==> src/rtl/seg_page_scheduler.sv <==
// Four-page segment display scheduler. It copies one 8-word page into the display
// registers, holds it for a dwell period, and rotates between enabled or urgent pages.
//
// state | meaning
// IDLE  | no page enabled, display held at BLANK
// LOAD  | copying buf[CUR_PAGE][idx] to SEG_idx, one word per cycle
// SHOW  | page displayed, dwell counter running
module seg_page_scheduler #(
  parameter logic [23:0] DWELL_MAX = 24'd9_999_999,
  parameter logic [31:0] BLANK     = 32'h0000_0000
) (
  input  logic        CLK,
  input  logic        RST,
  input  logic        WR_VALID,
  output logic        WR_READY,
  input  logic [1:0]  WR_PAGE,
  input  logic [2:0]  WR_IDX,
  input  logic [31:0] WR_DATA,
  input  logic [3:0]  PAGE_EN,
  input  logic [3:0]  URGENT,
  output logic [31:0] SEG_0,
  output logic [31:0] SEG_1,
  output logic [31:0] SEG_2,
  output logic [31:0] SEG_3,
  output logic [31:0] SEG_4,
  output logic [31:0] SEG_5,
  output logic [31:0] SEG_6,
  output logic [31:0] SEG_7,
  output logic [1:0]  CUR_PAGE,
  output logic        BUSY,
  output logic        SHOWING
);

  typedef enum logic [1:0] {S_IDLE, S_LOAD, S_SHOW} state_t;

  state_t      state_q, state_d;
  logic [1:0]  page_q, page_d;
  logic [2:0]  idx_q, idx_d;
  logic [23:0] cnt_q, cnt_d;
  logic [31:0] seg_q [8];
  logic [31:0] seg_d [8];
  logic [31:0] pbuf_q [32];

  logic        wr_fire;
  logic [3:0]  urg_en, elig;
  logic [2:0]  pick_any, pick_other;
  logic [1:0]  urg_low;

  // Round-robin search starting at from+1; offset 4 wraps back to from itself.
  // Returns {found, page}.
  function automatic logic [2:0] rr_pick(input logic [3:0] mask, input logic [1:0] from);
    logic [2:0] r;
    logic [1:0] p;
    r = 3'b000;
    for (int k = 4; k >= 1; k--) begin
      p = from + 2'(k);
      if (mask[p]) r = {1'b1, p};
    end
    return r;
  endfunction

  assign WR_READY = !(state_q == S_LOAD && WR_PAGE == page_q);
  assign wr_fire  = WR_VALID && WR_READY;
  assign urg_en   = PAGE_EN & URGENT;
  assign elig     = (|urg_en) ? urg_en : PAGE_EN;
  assign pick_any   = rr_pick(elig, page_q);
  assign pick_other = rr_pick(elig & ~(4'b0001 << page_q), page_q);

  always_comb begin
    urg_low = 2'd0;
    for (int i = 3; i >= 0; i--) begin
      if (urg_en[i]) urg_low = 2'(i);
    end
  end

  always_comb begin
    state_d = state_q;
    page_d  = page_q;
    idx_d   = idx_q;
    cnt_d   = cnt_q;
    seg_d   = seg_q;
    case (state_q)
      S_IDLE: begin
        if (|PAGE_EN) begin
          state_d = S_LOAD;
          page_d  = pick_any[1:0];
          idx_d   = 3'd0;
          cnt_d   = 24'd0;
        end
      end
      S_LOAD: begin
        seg_d[idx_q] = pbuf_q[{page_q, idx_q}];
        idx_d        = idx_q + 3'd1;
        if (idx_q == 3'd7) begin
          state_d = S_SHOW;
          cnt_d   = 24'd0;
        end
      end
      S_SHOW: begin
        if (wr_fire && WR_PAGE == page_q) seg_d[WR_IDX] = WR_DATA;
        if (!PAGE_EN[page_q]) begin
          cnt_d = 24'd0;
          if (pick_any[2]) begin
            state_d = S_LOAD;
            page_d  = pick_any[1:0];
            idx_d   = 3'd0;
          end else begin
            state_d = S_IDLE;
            for (int i = 0; i < 8; i++) seg_d[i] = BLANK;
          end
        end else if (!URGENT[page_q] && |urg_en) begin
          state_d = S_LOAD;
          page_d  = urg_low;
          idx_d   = 3'd0;
          cnt_d   = 24'd0;
        end else if (cnt_q == DWELL_MAX) begin
          cnt_d = 24'd0;
          if (pick_other[2]) begin
            state_d = S_LOAD;
            page_d  = pick_other[1:0];
            idx_d   = 3'd0;
          end
        end else begin
          cnt_d = cnt_q + 24'd1;
        end
      end
      default: state_d = S_IDLE;
    endcase
  end

  always_ff @(posedge CLK or negedge RST) begin
    if (!RST) begin
      state_q <= S_IDLE;
      page_q  <= 2'd0;
      idx_q   <= 3'd0;
      cnt_q   <= 24'd0;
      for (int i = 0; i < 8; i++) seg_q[i] <= BLANK;
    end else begin
      state_q <= state_d;
      page_q  <= page_d;
      idx_q   <= idx_d;
      cnt_q   <= cnt_d;
      seg_q   <= seg_d;
    end
  end

  always_ff @(posedge CLK or negedge RST) begin
    if (!RST) begin
      for (int i = 0; i < 32; i++) pbuf_q[i] <= 32'd0;
    end else if (wr_fire) begin
      pbuf_q[{WR_PAGE, WR_IDX}] <= WR_DATA;
    end
  end

  assign SEG_0    = seg_q[0];
  assign SEG_1    = seg_q[1];
  assign SEG_2    = seg_q[2];
  assign SEG_3    = seg_q[3];
  assign SEG_4    = seg_q[4];
  assign SEG_5    = seg_q[5];
  assign SEG_6    = seg_q[6];
  assign SEG_7    = seg_q[7];
  assign CUR_PAGE = page_q;
  assign BUSY     = (state_q == S_LOAD);
  assign SHOWING  = (state_q == S_SHOW);

endmodule

==> config.mk <==
export PLATFORM = sky130hd
export DESIGN_NAME = seg_page_scheduler
export DESIGN_NICKNAME = d
export VERILOG_FILES = /design/src/rtl/seg_page_scheduler.sv
export SDC_FILE = /design/constraint.sdc
export NUM_CORES = 2
export LEC_CHECK = 0
export BUFFER_PORTS_ARGS = -buffer_cell sky130_fd_sc_hd__buf_4
export CAP_MARGIN = 20
export CORE_ASPECT_RATIO = 1.1
export CORE_MARGIN = 8
export CORE_UTILIZATION = 60
export CTS_CLUSTER_DIAMETER = 50
export DETAILED_ROUTE_END_ITERATION = 16
export PLACE_DENSITY = 0.82
export REMOVE_ABC_BUFFERS = 1
export SLEW_MARGIN = 0
export SYNTH_ARGS = -nofsm -noshare
export SYNTH_HDL_FRONTEND = slang
export SYNTH_SLANG_ARGS = --single-unit
==> constraint.sdc <==
create_clock -name CLK -period 3.8 [get_ports CLK]
set_input_delay 0.38 -clock CLK [delete_from_list [all_inputs] [get_ports CLK]]
set_output_delay 0.38 -clock CLK [all_outputs]
set_load 0.02 [all_outputs]
# --- Word level (Yosys, flattened, before mapping) ---
# Cells that the tools add are included.
totals:
  reg_bits: 1311
  inputBits: 48
  out_inout_bits: 261
  elab_cells: 175
classes:
  add_sub_neg: 5
  n_lt_le_gt_ge: 11
  n_eq_ne: 11
  shift: 1
  muxes: 77
  bitwise: 7
  n_reduce_logical: 19
op_table:
  columns: ["operator", "count"]
  rows:
  - ["1024-bit bitwise mux", 1]
  - ["256-bit two-way mux", 3]
  - ["256-bit bitwise mux", 2]
  - ["256-bit case mux with 2 select lines", 1]
  - ["32-bit demux with 3-bit select", 2]
  - ["32-bit binary-select mux with 5-bit select", 1]
  - ["32-bit demux with 5-bit select", 1]
  - ["32-bit two-way mux", 5]
  - ["24-bit two-way mux", 5]
  - ["24-bit case mux with 3 select lines", 1]
  - ["3-bit two-way mux", 14]
  - ["2-bit two-way mux", 16]
  - ["24-bit by 1-bit adder with 24-bit output, second input constant", 1]
  - ["24-bit equality test, second input constant", 1]
  - ["1-bit binary-select mux with 2-bit select", 10]
  - ["6-bit >= comparator, second input constant", 2]
  - ["2-bit by 3-bit < comparator with 1-bit output, second input constant", 4]
  - ["5-bit NOT with 6-bit output", 2]
  - ["1-bit two-way mux", 11]
  - ["3-bit case mux with 3 select lines", 1]
  - ["4-bit bitwise AND", 2]
  - ["4-bit >= comparator, second input constant", 2]
  - ["4-bit by 1-bit < comparator with 1-bit output, second input constant", 2]
  - ["3-bit NOT with 4-bit output", 2]
  - ["other kinds (29)", 39]

# --- Longest topological paths before layout ---
depth:
  word_depth: 15
  ltp_mapped: 12
  ltp_nobuf: 9

# --- Least setup slack after synthesis ---
# Ideal clock, no wire load.
synth_timing:
  kind: "reg2reg"
  start: "register page_q[0] (netlist: CUR_PAGE[0])"
  end: "register page_q[0] (netlist: CUR_PAGE[0])"
  setup_ns: 0.080
  t_arrival_ns: 2.696
  required_time_ns: 3.720
  slack_ns: 1.024
  stages_incl_launch_ff: 12
  path_buffers: 3
  period_less_slack_ns: 2.776
  cell_sequence: "dfrtp_1 buf_4 inv_1 buf_1 clkbuf_1 ha_1 or2_2 o2bb2a_1 nand2_1 nand2_1 o311ai_0 mux2i_1"
synth_between:
  elab_chain_cells: 13
  word_cells_on_any_way: 48
  classes_between: "add/sub (3); eq/ne (4); shift (1); mux (35); bitwise (2); reduce/logical (3)"
synth_lines:
  columns: ["item", "line", "text"]
  rows:
  - ["start, declared", "37", "logic [1:0] page_q, page_d;"]
  - ["start signal, assigned", "140", "page_q <= page_d;"]
  - ["parallel branches: the longest is 13 deep, another holds 2-bit adder", null, null]
# Parallel ways; which one is timed is not known. The select of a mux whose other input is x is not followed.
# A chain may end at the register's enable or synchronous reset.

# --- Worst setup path after layout ---
layout_timing:
  start: "register idx_q[1]"
  end: "register seg_q (netlist bit SEG_0[25])"
layout_between:
  elab_chain_cells: 7
  word_cells_on_any_way: 12
  classes_between: "order compare (2); mux (7); bitwise (2); reduce/logical (1)"
layout_lines:
  columns: ["item", "line", "text"]
  rows:
  - ["start, declared", "38", "logic [2:0] idx_q, idx_d;"]
  - ["start signal, assigned", "141", "idx_q <= idx_d;"]
  - ["3-bit NOT with 4-bit output (not written as such)", "92", "seg_d[idx_q] = pbuf_q[{page_q, idx_q}];"]
  - ["4-bit >= comparator (not written as such) or 4-bit by 1-bit < comparator with 1-bit output (tied branches)", "92", null]
  - ["1-bit logical AND (not written as such)", "92", null]
  - ["32-bit two-way mux (not written as such)", "92", null]
  - ["32-bit demux with 3-bit select", "92", null]
  - ["256-bit bitwise mux (*)", "92", null]
  - ["256-bit case mux with 2 select lines (*)", "82", "case (state_q)"]
  - ["end signal, assigned", "143", "seg_q <= seg_d;"]
  - ["end, declared", "40", "logic [31:0] seg_q [8];"]
# Mark *: on every way between the ends. The rest lies on a longest branch, timed or not. The select of a mux whose other input is x is not followed.

==> parameters.txt <==
Parameter                              Value

Route
  Average via count per standard cell ... 7.38
  DRC Markers ... 0
  First-pass iteration count of the detailed router ... 6
  Routed length per placed instance ... 33.9 um
  Initial detailed-routing violation count ... 7,364
  Total number of vias ... 46,400
  Detailed-route wire length ... 213,000 um
  Antenna violation net count after detailed routing ... 0

Run
  MaxCap Viol Count ... 0

Clocking
  Number of buffers created by CTS ... 133
  Maximum count of clock buffers along a single path ... 3
  CTS Root Cell ... clkbuf_16
  Clock tree from TritonCTS ... built
  Number of levels in the clock H-tree ... 4
  Total number of clock tree sinks ... 1,311
  Clock transition at the registers of the reported paths ... 0.06 ns
  Clock latency of the later-clocked register in the worst-skew pair ... 0.78 ns
  Post CTS Setup Buffer Count ... 0

Floorplan
  Rows ... 120
  # IOs ... 309
  Die span in x ... 315 um
  Die outline area ... 109,000 um2
  Floorplan Core Area ... 97,600 um2
  Effective utilization at floorplan ... 60.6%
  Die Height ... 345 um

Status
  Status ... complete, no violations

STA
  Tcrit/Tclk final ... 91.8%
  Final Hold Violating Endpoints ... 0
  Unrepaired setup endpoints after global routing ... no
  Achievable frequency ... 287 MHz
  Final critical path time including I/O delays and setup ... 3.49 ns
  Clk_skew ... 0.0468 ns
  Final setup violating endpoints ... 0
  Worst Max-Slew Pin Slew ... 1.27 ns
  Final Slew Violations ... 0
  Relative max-transition margin ... 15.6%

GRT
  Global-route wire length before repair ... 311,000 um
  Antenna violations before repair ... 13
  Met2 Track Usage GR ... 55.3%
  Vias in the first global route ... 47,300
  Most Crowded Layer GR ... met2
  Total congestion overflow ... 0
  Met3 track demand over resource ... 13.8%
  Overall routing resource usage ... 38.2%
  Pin count of the biggest net entering global routing ... 152
  Global-route track usage on met1 ... 47.9%

Worst setup path
  Crit path capture type ... register
  Dominant delay contributor by cell family on the critical path ... compound AO/OA/AOI/OAI gates
  Crit path DAT ... 4.05 ns
  Worst path most repeated cell ... a221oi_1
  Startpoint class of the critical path ... register
  Number of buffers and inverters on the critical path ... 1
  Setup CP Type ... reg2reg
  Cell-by-cell listing of the critical path ... nor3b_4, buf_12, a22oi_1, nand3_1, a221oi_1, a221oi_1, a31oi_1, o21ai_0
  CP Max Fanout ... 30
  Largest stage delay on the critical path ... 0.86 ns
  Cell at the slowest stage of the critical path ... a31oi_1
  Worst EP required ... 4.36 ns

Pwr
  Relative contribution of combinational cells to total power ... 35.1%
  Clock Power Share ... 25.5%
  Power density cells ... 788 nW/um2
  P_int ... 33.8 mW
  Sw Ratio ... 37.2%
  VDD IR-drop max ... 0.603 mV
  Switching component of the power ... 20.0 mW
  Post-route total power ... 53.8 mW
  Leakage power ... 31.3 nW
  Sequential cell fraction of total power ... 39.4%

Logic synthesis
  Top-count cell post-synth ... dfrtp_1
  Area share of the largest cell type after synthesis ... 55.5%
  Post-synthesis simple-gate area fraction ... 4.17%
  Number of synthesized register bits ... 1,311
  Prevailing post-synth register cell ... dfrtp_1
  Top cells by count, synth ... 1,311 x dfrtp_1, 1,051 x mux2_2, 307 x a22oi_1
  Count of flip-flops with a built-in enable after synthesis ... 0
  Synthesized netlist cell count ... 4,708
  Proportion of synthesized chip area in sequential cells ... 55.5%
  Area share of xor/xnor cells in the synthesized design ... 0.296%
  Most area-hungry cell type in the Yosys netlist ... dfrtp_1
  Mean area per synthesized cell ... 12.6 um2
  Library cells used by synthesis ... 87
  Mux contribution to synthesized area ... 22.5%
  Adder-Cell Fraction of Synth Area ... 0.233%
  Summed instance area of the synthesized netlist ... 59,100 um2
  Ys Warns ... 0
  Main combinational cell family by area after synthesis ... multiplexers
  Synth Area in Compound Gates ... 13.8%
  Leading cell types by total area after synthesis ... dfrtp_1 55%, mux2_2 20%, a22oi_1 3.9%
  Async SR Flop Fraction ... 100%

Layout
  Ratio of cells with drive above 1 in the final layout ... 37.6%
  Layout-stage area growth over the synthesis result ... 15.4%
  Total Nets Final ... 4,959
  Number of filler instances in the final layout ... 6,383
  FF+latch area ... 32,800 um2
  Cell Count, Final, Fillers Out ... 6,289
  Area taken by multi-input logic gates ... 24,600 um2

Placement
  DP Wirelength ... 124,000 um
  Placed cell count ... 6,043
  Final weighted congestion in routability-driven placement ... 0.926
  Count of buffers inserted at the top-level ports ... 308

Hold path
  Min-delay worst type ... in2reg
==> path summary, 6_finish.rpt <==
kind	from	end	slack (ns)	depth (start not counted)
worst min register to register	pbuf_q[787]	pbuf_q[787]	0.49	1
min in group asynchronous	RST	SEG_2[19]	0.31	2
max in group asynchronous	RST	pbuf_q[799]	2.19	3
worst min-delay path	WR_DATA[28]	SEG_1[28]	0.18	3
worst max-delay path	idx_q[1]	SEG_0[25]	0.31	8
worst max register to register	idx_q[1]	SEG_0[25]	0.31	8
==> cell type report <==
type                       count  share of cell area [%]
antenna                        7                  0.0257
clock buffer                 192                    5.70
clock inverter                44                    1.03
inverter                      13                  0.0715
multi-input combinational   2921                    36.0
sequential                  1311                    48.1
tap                         1281                    2.35
timing repair buffer         520                    6.70
==> per-stage QoR <==
stage | hold slack, ns | worst slack, ns | util [%] | cell area (um2) | TNS [ns]
floorplan | 0.0844 | -3.90 | - | 57100 | -1532.74
global placement | 0.467 | 0.565 | 65.1 | 63600 | 0
detailed placement | 0.473 | 0.492 | 65.1 | 63600 | 0
CTS | 0.145 | 0.440 | 69.9 | 68200 | 0
global route | 0.176 | 0.271 | 69.9 | 68200 | 0
finish | 0.175 | 0.311 | 69.9 | 68200 | 0
==> routing by layer <==
layer,routed length (um),part of all wire [%]
met4,17900,8.4
met5,73,0.034
met3,31300,15
met2,90500,42
met1,73300,34
==> power by group through the flow <==
stage | logic, mW | clock network, mW | registers [mW]
after global routing | 19.6 | 14.2 | 21.5
after detailed placement | 18.1 | 0 | 21.1
after floorplan | 8.81 | 0 | 21.9
after global placement | 17.6 | 0 | 20.8
after CTS | 18.3 | 13.7 | 20.9
final | 18.9 | 13.7 | 21.2
==> flip-flops by register name, indices dropped and copies added, names as in the netlist <==
signal    cells
SEG_5        32
SEG_1        32
SEG_4        32
SEG_0        32
SEG_6        32
cnt_q        24
state_q       2
SEG_2        32
SEG_3        32
idx_q         3
CUR_PAGE      2
pbuf_q     1024
SEG_7        32
==> cell families after synthesis <==
kind of cell	after synthesis
mux	1172
buf+inv	476
compound gates	1201
fa+ha+maj	11
simple gates	517
xor+xnor	20
flops	1311
==> timing repair <==
action / 4_1_cts / 5_1_grt
endpoints found under the hold margin: 123 / 0
hold buffers: 1 / 0
gates resized for setup: 0 / 0
==> cell usage in the layout, fill, tap and decap left out, types with 88 or more instances in the layout <==
master / Yosys / layout
clkbuf_16: 0 / 134
dfrtp_1: 1311 / 1306
a22oi_1: 307 / 307
nand2_1: 197 / 185
mux2i_1: 95 / 95
buf_4: 13 / 467
a21oi_1: 202 / 202
a21o_1: 89 / 88
mux2_2: 1051 / 1051
nor2_1: 130 / 117
a221oi_1: 89 / 89
o21ai_0: 270 / 270
a22o_1: 92 / 92
==> worst reg2reg max path, stage by stage, from the launching register on <==
cell      delay, ns
dfrtp_4        0.67
nor3b_4        0.27
buf_12         0.23
a22oi_1        0.22
nand3_1        0.10
a221oi_1       0.47
a221oi_1       0.24
a31oi_1        0.86
o21ai_0        0.25
Note: power is estimated with default switching activity, not from simulation.
